===== src/rtl/sensor_pkg.sv =====
// Shared types, limits and the sensor error rule for the sensor scan controller.
package sensor_pkg;

    localparam int unsigned MAX_GROUPS   = 16;
    localparam int unsigned MAX_DEBOUNCE = 15;
    localparam int unsigned CNT_W        = 4;

    typedef enum logic [1:0] {
        IDLE,
        SCAN,
        ALERT
    } scan_state_t;

    function automatic logic sensor_err(input logic [3:0] s);
        return s[0] | (s[1] & s[2]) | (s[1] & s[3]);
    endfunction

endpackage


===== src/rtl/sensor_debounce.sv =====
// One saturating debounce counter; fault_hit marks the evaluation that reaches DEBOUNCE.
module sensor_debounce
    import sensor_pkg::*;
#(
    parameter int unsigned DEBOUNCE = 3
) (
    input  logic clk,
    input  logic n_rst,
    input  logic clear,
    input  logic eval,
    input  logic err,
    output logic fault_hit
);

    localparam logic [CNT_W-1:0] Limit   = CNT_W'(DEBOUNCE);
    localparam logic [CNT_W-1:0] LimitM1 = CNT_W'(DEBOUNCE - 1);

    logic [CNT_W-1:0] cnt_q, cnt_d;

    always_comb begin
        cnt_d = cnt_q;
        if (clear) begin
            cnt_d = '0;
        end else if (eval) begin
            if (!err) begin
                cnt_d = '0;
            end else if (cnt_q != Limit) begin
                cnt_d = cnt_q + CNT_W'(1);
            end
        end
    end

    // Only the transition into saturation counts; a saturated group stays silent.
    assign fault_hit = eval & err & ~clear & (cnt_q == LimitM1);

    always_ff @(posedge clk or negedge n_rst) begin
        if (!n_rst) begin
            cnt_q <= '0;
        end else begin
            cnt_q <= cnt_d;
        end
    end

endmodule


===== src/rtl/sensor_scan_ctrl.sv =====
// Round-robin sensor group scanner with debounce, sticky faults and ack-cleared irq.
// Optional macro SENSOR_FAULT_CAPTURE_EN adds first-fault capture outputs first_grp/first_snap.
module sensor_scan_ctrl
    import sensor_pkg::*;
#(
    parameter int unsigned NUM_GROUPS = 4,
    parameter int unsigned DEBOUNCE   = 3,
    localparam int unsigned GW = (NUM_GROUPS > 2) ? $clog2(NUM_GROUPS) : 1
) (
    input  logic                    clk,
    input  logic                    n_rst,
    input  logic                    enable,
    input  logic                    scan_tick,
    input  logic [4*NUM_GROUPS-1:0] sensors,
    input  logic [NUM_GROUPS-1:0]   mask,
    input  logic                    ack,
    output logic [GW-1:0]           grp_sel,
    output logic [NUM_GROUPS-1:0]   fault_vec,
    output logic                    irq,
    output logic                    busy
`ifdef SENSOR_FAULT_CAPTURE_EN
    ,
    output logic [GW-1:0]           first_grp,
    output logic [3:0]              first_snap
`endif
);

    scan_state_t state_q, state_d;
    logic [GW-1:0] sel_q, sel_d;
    logic [NUM_GROUPS-1:0] fault_q, fault_d, err, hit, eval_g;
    logic irq_q, eval, new_fault, ack_alert;

    assign eval      = (state_q != IDLE) & enable & scan_tick;
    assign new_fault = |hit;
    assign ack_alert = ack & (state_q == ALERT);

    always_comb begin
        for (int unsigned g = 0; g < NUM_GROUPS; g++) begin
            err[g]    = sensor_err(sensors[4*g +: 4]) & ~mask[g];
            eval_g[g] = eval & (sel_q == GW'(g));
        end
    end

    for (genvar g = 0; g < NUM_GROUPS; g++) begin : g_deb
        sensor_debounce #(
            .DEBOUNCE(DEBOUNCE)
        ) u_deb (
            .clk      (clk),
            .n_rst    (n_rst),
            .clear    (~enable),
            .eval     (eval_g[g]),
            .err      (err[g]),
            .fault_hit(hit[g])
        );
    end

    always_ff @(posedge clk or negedge n_rst) begin
        if (!n_rst) begin
            state_q <= IDLE;
        end else begin
            state_q <= state_d;
        end
    end

    always_comb begin
        state_d = state_q;
        unique case (state_q)
            IDLE:  if (enable) state_d = SCAN;
            SCAN: begin
                if (new_fault) state_d = ALERT;
                else if (!enable) state_d = IDLE;
            end
            ALERT: if (ack && !new_fault) state_d = enable ? SCAN : IDLE;
            default: state_d = IDLE;
        endcase
    end

    always_comb begin
        busy = (state_q != IDLE);
    end

    // A fault latching alongside ack wins over the clear.
    always_comb begin
        fault_d = ack_alert ? hit : (fault_q | hit);
        sel_d   = sel_q;
        if (!enable) begin
            sel_d = '0;
        end else if (eval) begin
            sel_d = (sel_q == GW'(NUM_GROUPS - 1)) ? '0 : sel_q + GW'(1);
        end
    end

    always_ff @(posedge clk or negedge n_rst) begin
        if (!n_rst) begin
            sel_q   <= '0;
            fault_q <= '0;
            irq_q   <= 1'b0;
        end else begin
            sel_q   <= sel_d;
            fault_q <= fault_d;
            irq_q   <= (state_d == ALERT);
        end
    end

    assign grp_sel   = sel_q;
    assign fault_vec = fault_q;
    assign irq       = irq_q;

`ifdef SENSOR_FAULT_CAPTURE_EN
    logic [GW-1:0] cap_grp_q, cap_grp_d;
    logic [3:0]    cap_snap_q, cap_snap_d;

    always_comb begin
        cap_grp_d  = cap_grp_q;
        cap_snap_d = cap_snap_q;
        if (new_fault && (fault_q == '0 || ack_alert)) begin
            // Walk downwards so the lowest latching index is the one kept.
            for (int unsigned g = NUM_GROUPS; g > 0; g--) begin
                if (hit[g-1]) begin
                    cap_grp_d  = GW'(g - 1);
                    cap_snap_d = sensors[4*(g-1) +: 4];
                end
            end
        end
    end

    always_ff @(posedge clk or negedge n_rst) begin
        if (!n_rst) begin
            cap_grp_q  <= '0;
            cap_snap_q <= '0;
        end else begin
            cap_grp_q  <= cap_grp_d;
            cap_snap_q <= cap_snap_d;
        end
    end

    assign first_grp  = cap_grp_q;
    assign first_snap = cap_snap_q;
`endif

endmodule


===== config.mk =====
export PLATFORM = sky130hd
export DESIGN_NAME = sensor_scan_ctrl
export DESIGN_NICKNAME = d
export VERILOG_FILES = /design/src/rtl/sensor_pkg.sv /design/src/rtl/sensor_debounce.sv /design/src/rtl/sensor_scan_ctrl.sv
export SDC_FILE = /design/constraint.sdc
export NUM_CORES = 1
export LEC_CHECK = 0
export ABC_AREA = 0
export CAP_MARGIN = 20
export CORE_MARGIN = 10
export CORE_UTILIZATION = 46
export CTS_CLUSTER_DIAMETER = 40
export DETAILED_ROUTE_END_ITERATION = 8
export PLACE_DENSITY = 0.74
export SLEW_MARGIN = 20
export SYNTH_ARGS = -nofsm -noshare
export SYNTH_HDL_FRONTEND = slang
export SYNTH_SLANG_ARGS = --single-unit
export TNS_END_PERCENT = 30

===== constraint.sdc =====
create_clock -name clk -period 1.71 [get_ports clk]
set_input_delay 0.171 -clock clk [delete_from_list [all_inputs] [get_ports clk]]
set_output_delay 0.171 -clock clk [all_outputs]
set_load 0.005 [all_outputs]

Word-level counts from Yosys, hierarchy flattened --
Index checks and enable logic that the tools add are counted.
Word-level totals: input bits 25, word-level logic and storage cells 116, register bits 25
Operators by class: add/subtract/negate cells 5, mux-type cells 26, bitwise operators 44, equal/unequal tests 23, reduce and logical (&&, ||, !) cells 10
Operator list (number):
- $mux W4 | 17
- $and A1 B1 Y1 | 31
- $add A4 B1 Y4 const B | 4
- $eq A4 B2 Y1 const B | 4
- $ne A4 B2 Y1 const B | 4
- $mux W2 | 7
- $ne A3 B3 Y1 const B | 4
- $ne A2 B1 Y1 const B | 5
- $eq A2 B2 Y1 const B | 4
- $or A1 B1 Y1 | 8
- $reduce_and A2 Y1 | 4
- $pmux W2 S3 | 1
- $eq A2 B1 Y1 const B | 2
- $logic_not A2 Y1 | 2
- $not A1 Y1 | 4
- $or A4 B4 Y4 | 1
- $reduce_or A4 Y1 | 1
- $add A2 B1 Y2 const B | 1
- $reduce_bool A2 Y1 | 1
- $logic_and A1 B1 Y1 | 1
- $logic_not A1 Y1 | 1
- $mux W1 | 1

Logic depth before layout (Yosys ltp) --
depth in word-level cells 13, gate-level depth with buffers 7, gate-level depth less buffers 7

Cells and area by module --
Synthesis repeated with hierarchy kept, for this count alone.
Second synthesis, totals: cell total of the unflattened synthesis 177, area, all modules 1704.1 µm²
Modules (own cells, without submodules):
- sensor_debounce | cells an instance 31, area an instance 296.5 µm², times used 4, sequential area each 100.1 µm²
- sensor_scan_ctrl | cells an instance 53, area an instance 518.0 µm², times used 1, sequential area each 225.2 µm²

Least setup slack after synthesis --
Ideal clock, no wire load.
path type register to register, start reg sel_q[0], in the netlist grp_sel[0], end reg irq_q, in the netlist irq, setup slack -0.154 ns, data arrival time 1.799 ns, cell stages (with the launch flop) 8, path buffers 0, period minus slack after synthesis 1.864 ns, cells stage by stage dfrtp_1 > inv_1 > ha_1 > o2111a_2 > o211ai_4 > or4_4 > a41oi_2 > a22o_1
On the way: word-level cells in the longest chain between the ends 11
Ends and longest elaborated chain:
- from (decl) | RTL line sensor_scan_ctrl.sv:29 | logic [GW-1:0] sel_q, sel_d;
- from (signal assigned) | RTL line sensor_scan_ctrl.sv:99 | sel_q <= sel_d;
- $eq A2 B1 Y1, or another cell as far along | RTL line sensor_scan_ctrl.sv:40 | eval_g[g] = eval & (sel_q == GW'(g));
- $and A1 B1 Y1 | RTL line sensor_scan_ctrl.sv:40
- $and A1 B1 Y1 (3 in a row) | RTL line sensor_debounce.sv:34 | assign fault_hit = eval & err & ~clear & (cnt_q == LimitM1);
- $reduce_or A4 Y1 (*) | RTL line sensor_scan_ctrl.sv:34 | assign new_fault = |hit;
- $logic_not A1 Y1 | RTL line sensor_scan_ctrl.sv:73 | ALERT: if (ack && !new_fault) state_d = enable ? SCAN : IDLE;
- $logic_and A1 B1 Y1 | RTL line sensor_scan_ctrl.sv:73
- $mux W2 | RTL line sensor_scan_ctrl.sv:73
- $pmux W2 S3 (*) | RTL line sensor_scan_ctrl.sv:67 | unique case (state_q)
- $eq A2 B2 Y1 (*) | RTL line sensor_scan_ctrl.sv:101 | irq_q <= (state_d == ALERT);
- to (signal assigned) | RTL line sensor_scan_ctrl.sv:101
- to (decl) | RTL line sensor_scan_ctrl.sv:31 | logic irq_q, eval, new_fault, ack_alert;
Every way passes the cells marked *; elsewhere a longest branch is shown, timed or not. A chain may end at the register's enable or synchronous reset.

Worst setup path in the final report --
Same ends and word-level chain as after synthesis.

==> impl.org <==
** Synthesis
- Number of enable-type register cells in the synthesized netlist :: 0
- Counting flops and latches in the post-synthesis netlist gives 25.
- Netlist area before placement :: 1650 um2
- Summing the areas of all and, or, nand and nor instances in the mapped netlist gives a little over a fifth of the synthesized area.
- Count of cell types in the netlist :: 46
- Summing the areas of all compound-gate instances in the mapped netlist gives 24.2% of the synthesized area.
- For this run, the number of Yosys warnings is 0.
- When the netlist entered floorplanning its net count stood at 216.
- The synthesized netlist devotes 0.530% of its cell area to XOR and XNOR gates.
- Main combinational cell family by area after synthesis :: compound AO/OA/AOI/OAI gates
- Mean post-synth cell area :: 9.23 um2
- Portion of netlist area occupied by mux cells :: less than 1%
- Most common flop cell mapped by yosys :: dfrtp_1
- Yosys attributes the largest share of cell area to dfrtp_1, ha_1, nand2_1.
- Adder and majority cell fraction of the synthesized area :: a little under a tenth
- Of all flip-flops after synthesis, the portion carrying an async set or reset was 100%.
- Synthesis produced 179 cells.
- Dominant cell type by area after synthesis :: dfrtp_1
- Fraction of synthesized cell area taken by the top area cell type :: 37.9%
- Summing the sequential cell areas from Yosys gives a little under two fifths of the chip area.

** Timing
- Setup violations remaining at the end of the flow were counted as 4.
- Timing would allow up to 550 MHz.
- Unrepaired setup endpoints after global routing :: yes
- Total negative slack for setup checks :: -0.288 ns
- Worst setup slack after layout :: -0.109 ns
- Fin crit period :: 1.82 ns
- The final max-slew violation count is 0.
- On the final layout, the worst hold slack is 0.199 ns.
- After layout, the worst path uses 106% of the clock period.
- At the pin with the least slew margin, the transition time is 0.387 ns.
- Worst slew margin relative to its limit :: 73.9%
- On the final layout, the worst clock skew is 0.00746 ns.
- The count of endpoints failing hold in the final timing report is 0.

** Status
- The run finished, with violations left.
- Violations in the final reports :: negative setup slack

** Power
- For this design the static power due to leakage is 0.980 nW.
- In this run the power density over the cells is 464 nW/um2.
- The internal portion of the total power is 0.795 mW.
- The share of total power dissipated in the clock network is 25.5%.
- Summed over all nets, the switching power comes to 0.279 mW.
- Overall power consumption after layout is estimated at 1.07 mW.
- VDD sags by at most between 0.4 and 0.5 mV.
- In this run, the combinational gates consume 18.2% of the power.
- Net switching is 26.0% of the power.
- Share of power burned in registers :: 56.2%

** Placement
- Pre-CTS setup slack :: -0.369 ns
- IO buf count :: 32
- Final Wtd Congestion :: 0.895
- Detailed placement ended at an HPWL of 3.32 mm.
- Once placement finished, the instance area stood at 2160 um2.
- Instance count after placement with tap cells included :: 273

** Floorplanning
- The floorplan step defined a die boundary enclosing ~6400 um2.
- The floorplan step set the die width to between 70 and 80 um.
- # IOs :: 33
- Std cell rows :: 21
- Core outline area :: 3420 um2
- Measured along the y axis, the die boundary spans 79.9 um.
- Effective utilization at floorplan :: between 40% and 50%

** Finish
- Highest-count cells in the layout ignoring fill and taps :: clkdlybuf4s50_1, buf_4, dfrtp_1
- Final Core Density :: 67.7%
- Number of nets at the end of the flow :: 277
- Relative to the synthesized area, the layout overhead comes to 40.1%.
- Fraction of layout cells with a size suffix above 1 :: 22.6%
- Once layout is done, the placed cells without fillers occupy 2310 um2.
- The repair_antennas step left the layout with diodes totalling 0.
- Layout Cells excl Fill :: 285
- Most common cell after layout, fill and taps aside :: clkdlybuf4s50_1

** Critical path
- The critical path in this run is classified as register to register.
- Walking the worst path, the cells encountered are inv_2 > ha_4 > o2111a_2 > o211ai_4 > or4_4 > a41oi_4 > a22o_1.
- Worst setup slack for register-to-register paths :: -0.11 ns
- The worst register-to-register path ends at irq.
- Of all nets on the critical path, the largest fanout is 3.
- The worst setup path is launched from a register.
- Data required, critical path :: 1.98 ns
- For the worst setup path, the data arrival time is around 2.1 ns.
- The number of cells on the worst reg-to-reg path is 7.
- The largest single stage delay on the critical path is about 0.47 ns.
- The worst setup path is captured at a register.
- In this run the critical register-to-register path is launched from grp_sel[0].
- Cell with the biggest individual delay on the critical path :: or4_4

** Global route
- After global routing the overflow that remains totals 0.
- Maximum number of pins on one net before global-route repair :: 26
- The number of antenna violations at the first check in global routing is 0.
- GRT Util Overall :: 13.4%
- The first global-routing pass estimated 7.23 mm of wire.
- The number of global-route vias before repair came to around 1.6k.

** Route
- After detailed routing, the number of remaining DRC violations is 0.
- DRT Pass-1 Iters :: 7
- Routed wirelength normalized by instance count :: roughly 15 um
- The detail route stage leaves a number of antenna-violating nets equal to 0.
- In this run, the number of DRC markers left after iteration 0 of detailed routing was 59.
- Wire length reported by the detailed router :: 4.28 mm
- Routed vias/inst :: 5.37
- The detailed router placed 1,530 vias in this run.

** Clock tree
- CTS H-tree depth :: 1
- TritonCTS clock tree :: yes
- Clock transition at the register clock pins on the worst setup and hold paths after CTS :: ~0.15 ns
- Clock tree synthesis found a total of 25 sinks.
- Buffer depth of the longest clock path :: 2
- The root buffer cell chosen for the clock tree is clkbuf_4.
- In this run, CTS created clock tree buffers numbering 3.
- Clock latency on the worst-skew pair, taken at its later pin, is 0.32 ns.

** Flow run
- The tool flagged a number of max-cap violations equal to 0.

** Hold path
- Path class of the lowest-slack min-delay path :: primary input to asynchronous set/reset pin
-- routing by layer --
metal | share of wire [%] | vias to the layer above | global-route usage, %
li1 | - | 764 | -
met1 | 43 | 728 | 15.4
met2 | 50 | 32 | 23.8
met3 | 6.1 | 6 | 4.17
met4 | 1.2 | 0 | 2.64
met5 | 0 | - | 0
-- worst max-delay path: cells and delay by family, from the launching register on --
| family | cells | cell delay [ns] |
|---|---|---|
| compound gates | 4 | 0.66 |
| buf+inv | 1 | 0.09 |
| fa+ha+maj | 1 | 0.12 |
| flops | 1 | 0.43 |
| simple gates | 1 | 0.47 |
-- final cells by class --
type,instances,area [um2]
Fill cell,278,1100
Multi-Input combinational cell,132,995
Sequential cell,25,629
Timing Repair Buffer,61,541
Inverter,17,63.8
Tap cell,46,57.6
Clock buffer,3,22.5
Clock inverter,1,5.00
-- cells by family after synthesis --
logic type,count (synthesis)
DFF,25
buffers and inverters,22
muxes,1
and+or+nand+nor,67
adders and majority gates,12
xor gates and xnor gates,1
AOI/OAI and AO/OA,51
-- power by group through the flow --
stage                     combinational (mW)  sequential (mW)  clock [mW]
final                                  0.196            0.604       0.274
after global routing                   0.214            0.605       0.311
after CTS                              0.182            0.604       0.288
after detailed placement               0.177            0.615           0
after global placement                 0.173            0.614           0
after floorplan                       0.0627            0.613           0
-- registers in the layout, indices dropped and copies added (netlist names) --
name               count
g_deb.u_deb.cnt_q     16
fault_vec              4
grp_sel                2
state_q                2
irq                    1
-- worst max path at each step --
stage,from,end,slack (ns),depth (start not counted)
floorplan,grp_sel[0],irq,-0.06,7
global placement,enable,irq,-0.28,6
detailed placement,enable,state_q[1],-0.37,6
CTS,grp_sel[0],state_q[1],-0.16,7
global route,grp_sel[0],irq,-0.21,7
finish,grp_sel[0],irq,-0.11,7
-- cells in the mapped netlist (2+ instances only) --
master / n
nand3_1: 13
o21a_1: 2
clkbuf_1: 2
a22oi_1: 2
a21oi_1: 5
o22ai_1: 3
nor2b_1: 8
a21o_1: 4
dfrtp_1: 25
nor2_1: 4
nor3_1: 4
o2111ai_1: 2
a21boi_0: 8
nand3b_1: 2
a22o_1: 3
o21ai_0: 9
ha_1: 12
inv_1: 17
nand2b_1: 2
nand4_1: 3
o2bb2ai_1: 3
and2_1: 4
nand2_1: 19
-- repair_timing --
item                                    4_1_cts  5_1_grt
gates resized for setup                       3       13
pin swaps                                     1        8
endpoints found under the setup margin        5       13
hold buffers                                  0        0
endpoints found under the hold margin         0        0
buffers inserted                              1        7
No activity file was read; power rests on OpenSTA's default activity.
==> RTL change 1 (config.mk and constraints unchanged) <==
The parameter `NUM_GROUPS` goes from 4 to 2.
--- a/src/rtl/sensor_scan_ctrl.sv
+++ b/src/rtl/sensor_scan_ctrl.sv
@@ -5,3 +5,3 @@
 #(
-    parameter int unsigned NUM_GROUPS = 4,
+    parameter int unsigned NUM_GROUPS = 2,
     parameter int unsigned DEBOUNCE   = 3,
Ports: changed (resized fault_vec, grp_sel, mask and sensors); port bits go from 33 to 20. No check against the original RTL was run, so the function may have changed too.
==> RTL change 1 against the original RTL <==
- total power fell by 36%
- area after synthesis fell by 46%
- clock power fell by 16%
- maximum frequency rose by 14%
- final area fell by 44%
- sequential cell count fell by 11
- worst setup slack improved by 0.22 ns
- via count fell by 45%
- routed wire length fell by 46%
- critical path type unchanged
- critical endpoint unchanged
- highest routed layer is now met3
==> RTL change 1: results (changes against the original RTL) <==
power_and_ir_drop:
  power.leakage_nw: 0.5367  # -45%
  seq_power_w: 0.000342  # -43%
  power.share.clock_pct: 33.4  # +7.9 points
  p_per_area_mw_per_mm2: 529.1  # +14%
global_routing:
  grt_pass1_vias: 873  # -45%
  grt_pass1_wl_um: 3981  # -45%
  grt_max_degree: 15  # -42%
  track_usage_pct: 11.56  # -1.9 points
run_status:
  status: "finished clean"
drt:
  routedWlPerCell_um: 15.03  # about the same
  vias_per_cell: 5.455  # +1.6%
  drt_iter0_drc: 37  # -37%
  drt_pre_antenna_iters: 4  # -3
sta:
  final.setup_skew_ns: 0.005293  # -0.002167 ns
  tightest_slew_ns: 0.6278  # +0.2406 ns
placement:
  gp_congestion: 0.8334  # -6.8%
  placed_cell_area_mm2: 0.001244  # -43%
  numPortBuffers: 19  # -41%
clocking:
  cts.htree.levels: 1  # unchanged
  cts_made_buffers: 3  # unchanged
yosys:
  synth_nets: 108  # -50%
  yosysSeqAreaShare_pct: 39.00  # +1.1 points
  synthArstFlopShare_pct: 100.0  # unchanged
  netlist_instances: 89  # -50%
  yosys-top-cells-area: "dfrtp_1 39%, ha_1 5.6%, a21boi_1 5.0%"
  synth_cell_types: 36  # -22%
  synth_common_cells: "14 x dfrtp_1, 7 x inv_1, 7 x o21ai_0, 6 x a21boi_1, 5 x nand3b_1"
finish:
  drive_gt1_share_pct: 24.03  # +1.4 points
  largest_register_ffs: 8  # -8
  fin_cells: 154  # -46%
worst_setup_path:
  crit_arrival_ns: 1.75  # -0.34 ns
  reg2regPathDepth: 6  # -1
  slowest_delay_ns: 0.40  # -0.07 ns
  crit_slowest_cell: "dfrtp_1"
## RTL change 1: cell count changes after synthesis, moves of 4 or more
cell | before | now
a21boi_1 | 1 | 6
a21o_1 | 4 | 0
dfrtp_1 | 25 | 14
ha_1 | 12 | 4
nor2b_1 | 8 | 2
a21boi_0 | 8 | 0
inv_1 | 17 | 7
nand3_1 | 13 | 1
nand2_1 | 19 | 3
## RTL change 1: what timing repair did
| item | in CTS | in global routing |
|---|---|---|
| setup buffers | 1 | 0 |
| resized for setup | 1 | 4 |
| endpoints found under the setup margin | 1 | 5 |
## RTL change 1: worst paths after layout
check	startpoint	end	slack, ns
worst max-delay path	state_q[1]	irq	0.11
worst min-delay path	n_rst	state_q[0]	0.28
worst max register to register	state_q[1]	irq	0.11
worst min register to register	fault_vec[1]	fault_vec[1]	0.50
max in group asynchronous	n_rst	grp_sel	1.02
min in group clk	fault_vec[1]	fault_vec[1]	0.50
## RTL change 1: layout make-up
class / instances / area [um2]
Fill cell: 131 / 479.2
Sequential cell: 14 / 350.3
Inverter: 7 / 26.28
Clock buffer: 4 / 36.28
Multi-Input combinational cell: 67 / 535.5
Timing Repair Buffer: 37 / 324.1
Tap cell: 25 / 31.28
## RTL change 1: logic make-up after synthesis
| group | synth area share [%] |
|---|---|
| adder cells (fa/ha/maj) | 5.571 |
| AO/OA/AOI/OAI | 33.29 |
| flip-flops | 39.00 |
| XOR/XNOR | 0.9751 |
| buffers and inverters | 3.343 |
| AND/OR/NAND/NOR | 17.83 |
## RTL change 1: layer usage
layer  vias to the layer above  global-route usage [%]  share of wire, %
li1                        424                       -                 -
met1                       396                   13.22                44
met2                        20                   19.78                52
met3                         0                   4.355               4.4
met4                         0                   2.941                 0
met5                         -                       0                 0
==> RTL change 2 (same settings) <==
Without the edit above. Register the output `fault_vec` once more, cleared by the reset; this adds one clock of latency there. The other outputs are not delayed to match.
--- a/src/rtl/sensor_scan_ctrl.sv
+++ b/src/rtl/sensor_scan_ctrl.sv
@@ -105,3 +105,9 @@
     assign grp_sel   = sel_q;
-    assign fault_vec = fault_q;
+    always_ff @(posedge clk or negedge n_rst) begin
+        if (!n_rst) begin
+            fault_vec <= '0;
+        end else begin
+            fault_vec <= fault_q;
+        end
+    end
     assign irq       = irq_q;
Function: no difference found for any inputs over 10 cycles, from zero or initial values and one cycle with n_rst low; that may be too few to reach the edited logic, so the function may still have changed.
==> RTL change 2 against the original RTL <==
- the flow still finishes with violations (setup timing)
- area after synthesis increased by 5.6%
- total power increased by 42%
- via count increased by 1.4%
- worst setup slack got worse by 0.19 ns
- routed wire length increased by 3.6%
- critical path type unchanged
- core utilization increased by 1.1 points
- global-route usage increased by 0.070 points
- final area increased by 8.9%
- sequential cell count increased by 4
- die area increased by 4.2%
- worst hold slack improved by 0.066 ns
==> RTL change 2: results (changes against the original RTL) <==
run_status:
  status: "finished with violations"
  violations: "setup timing"
yosys:
  synth-adder-area-share_pct: 8.608  # -0.48 points
  yosys-top-cells-area: "dfrtp_1 42%, ha_1 8.6%, nor2b_1 4.3%"
  netlist_instances: 178  # -0.56%
  yosysSeqAreaShare_pct: 41.61  # +3.7 points
  synth_xor_area_share_pct: 0.5022  # -0.028 points
sta:
  finalSetupViolations: 17  # +13
  setup_ws_ns: -0.2957  # -0.1867 ns
  fin_hold_ws_ns: 0.2651  # +0.06567 ns
  tightest_slew_ns: 0.4924  # +0.1051 ns
  setup-tns-final_ns: -3.312  # -3.024 ns
global_routing:
  grt_use_met1_pct: 14.50  # -0.89 points
  grt_max_degree: 30  # +15%
  grt_pass1_wl_um: 6989  # -3.3%
  track_usage_pct: 13.50  # +0.070 points
drt:
  drt_pre_antenna_iters: 4  # -3
  num_vias: 1551  # +1.4%
  routed-wl-met2_um: 2317  # +8.4%
  drt-met1-wl_um: 1687  # -7.9%
finish:
  drive_gt1_share_pct: 24.05  # +1.5 points
  nets: 273  # -1.4%
clocking:
  clock_latency_ns: 0.29  # -0.03 ns
  clk_pin_slew_ns: 0.07  # -0.08 ns
placement:
  pre_cts_slack_ns: -0.5757  # -0.2070 ns
  placed_cell_area_mm2: 0.002228  # +3.0%
power_and_ir_drop:
  power.switching_w: 0.0003557  # +27%
  power.leakage_nw: 1.059  # +8.1%
worst_setup_path:
  r2r_end: "state_q[0]"
  slowest_delay_ns: 0.58  # +0.11 ns
-- RTL change 2: cell types whose count changed after synthesis, sizes merged, moves of 3 or more --
cell and change:
inv -4, nand2 -8, nor3b +4, a21oi +5, dfrtp +4, nand3 -7, o2bb2ai -3, nor4 +5
nor2b +4, or3 +7, a22o -3, a21boi -3
-- RTL change 2: final cells by class --
cell class / count / area, um2 / share of cell area (%)
clock buffer: 7 / 96.34 / 3.825
inverter: 13 / 48.80 / 1.937
clock inverter: 1 / 5.005 / 0.1987
sequential: 29 / 725.7 / 28.81
timing repair buffer: 56 / 510.5 / 20.27
tap: 48 / 60.06 / 2.384
multi-input combinational: 131 / 1072 / 42.57
-- RTL change 2: timing repair --
item | 4_1_cts | 5_1_grt
gates resized for setup | 13 | 11
pin swaps | 9 | 7
setup buffers | 6 | 2
endpoints found under the setup margin | 16 | 20
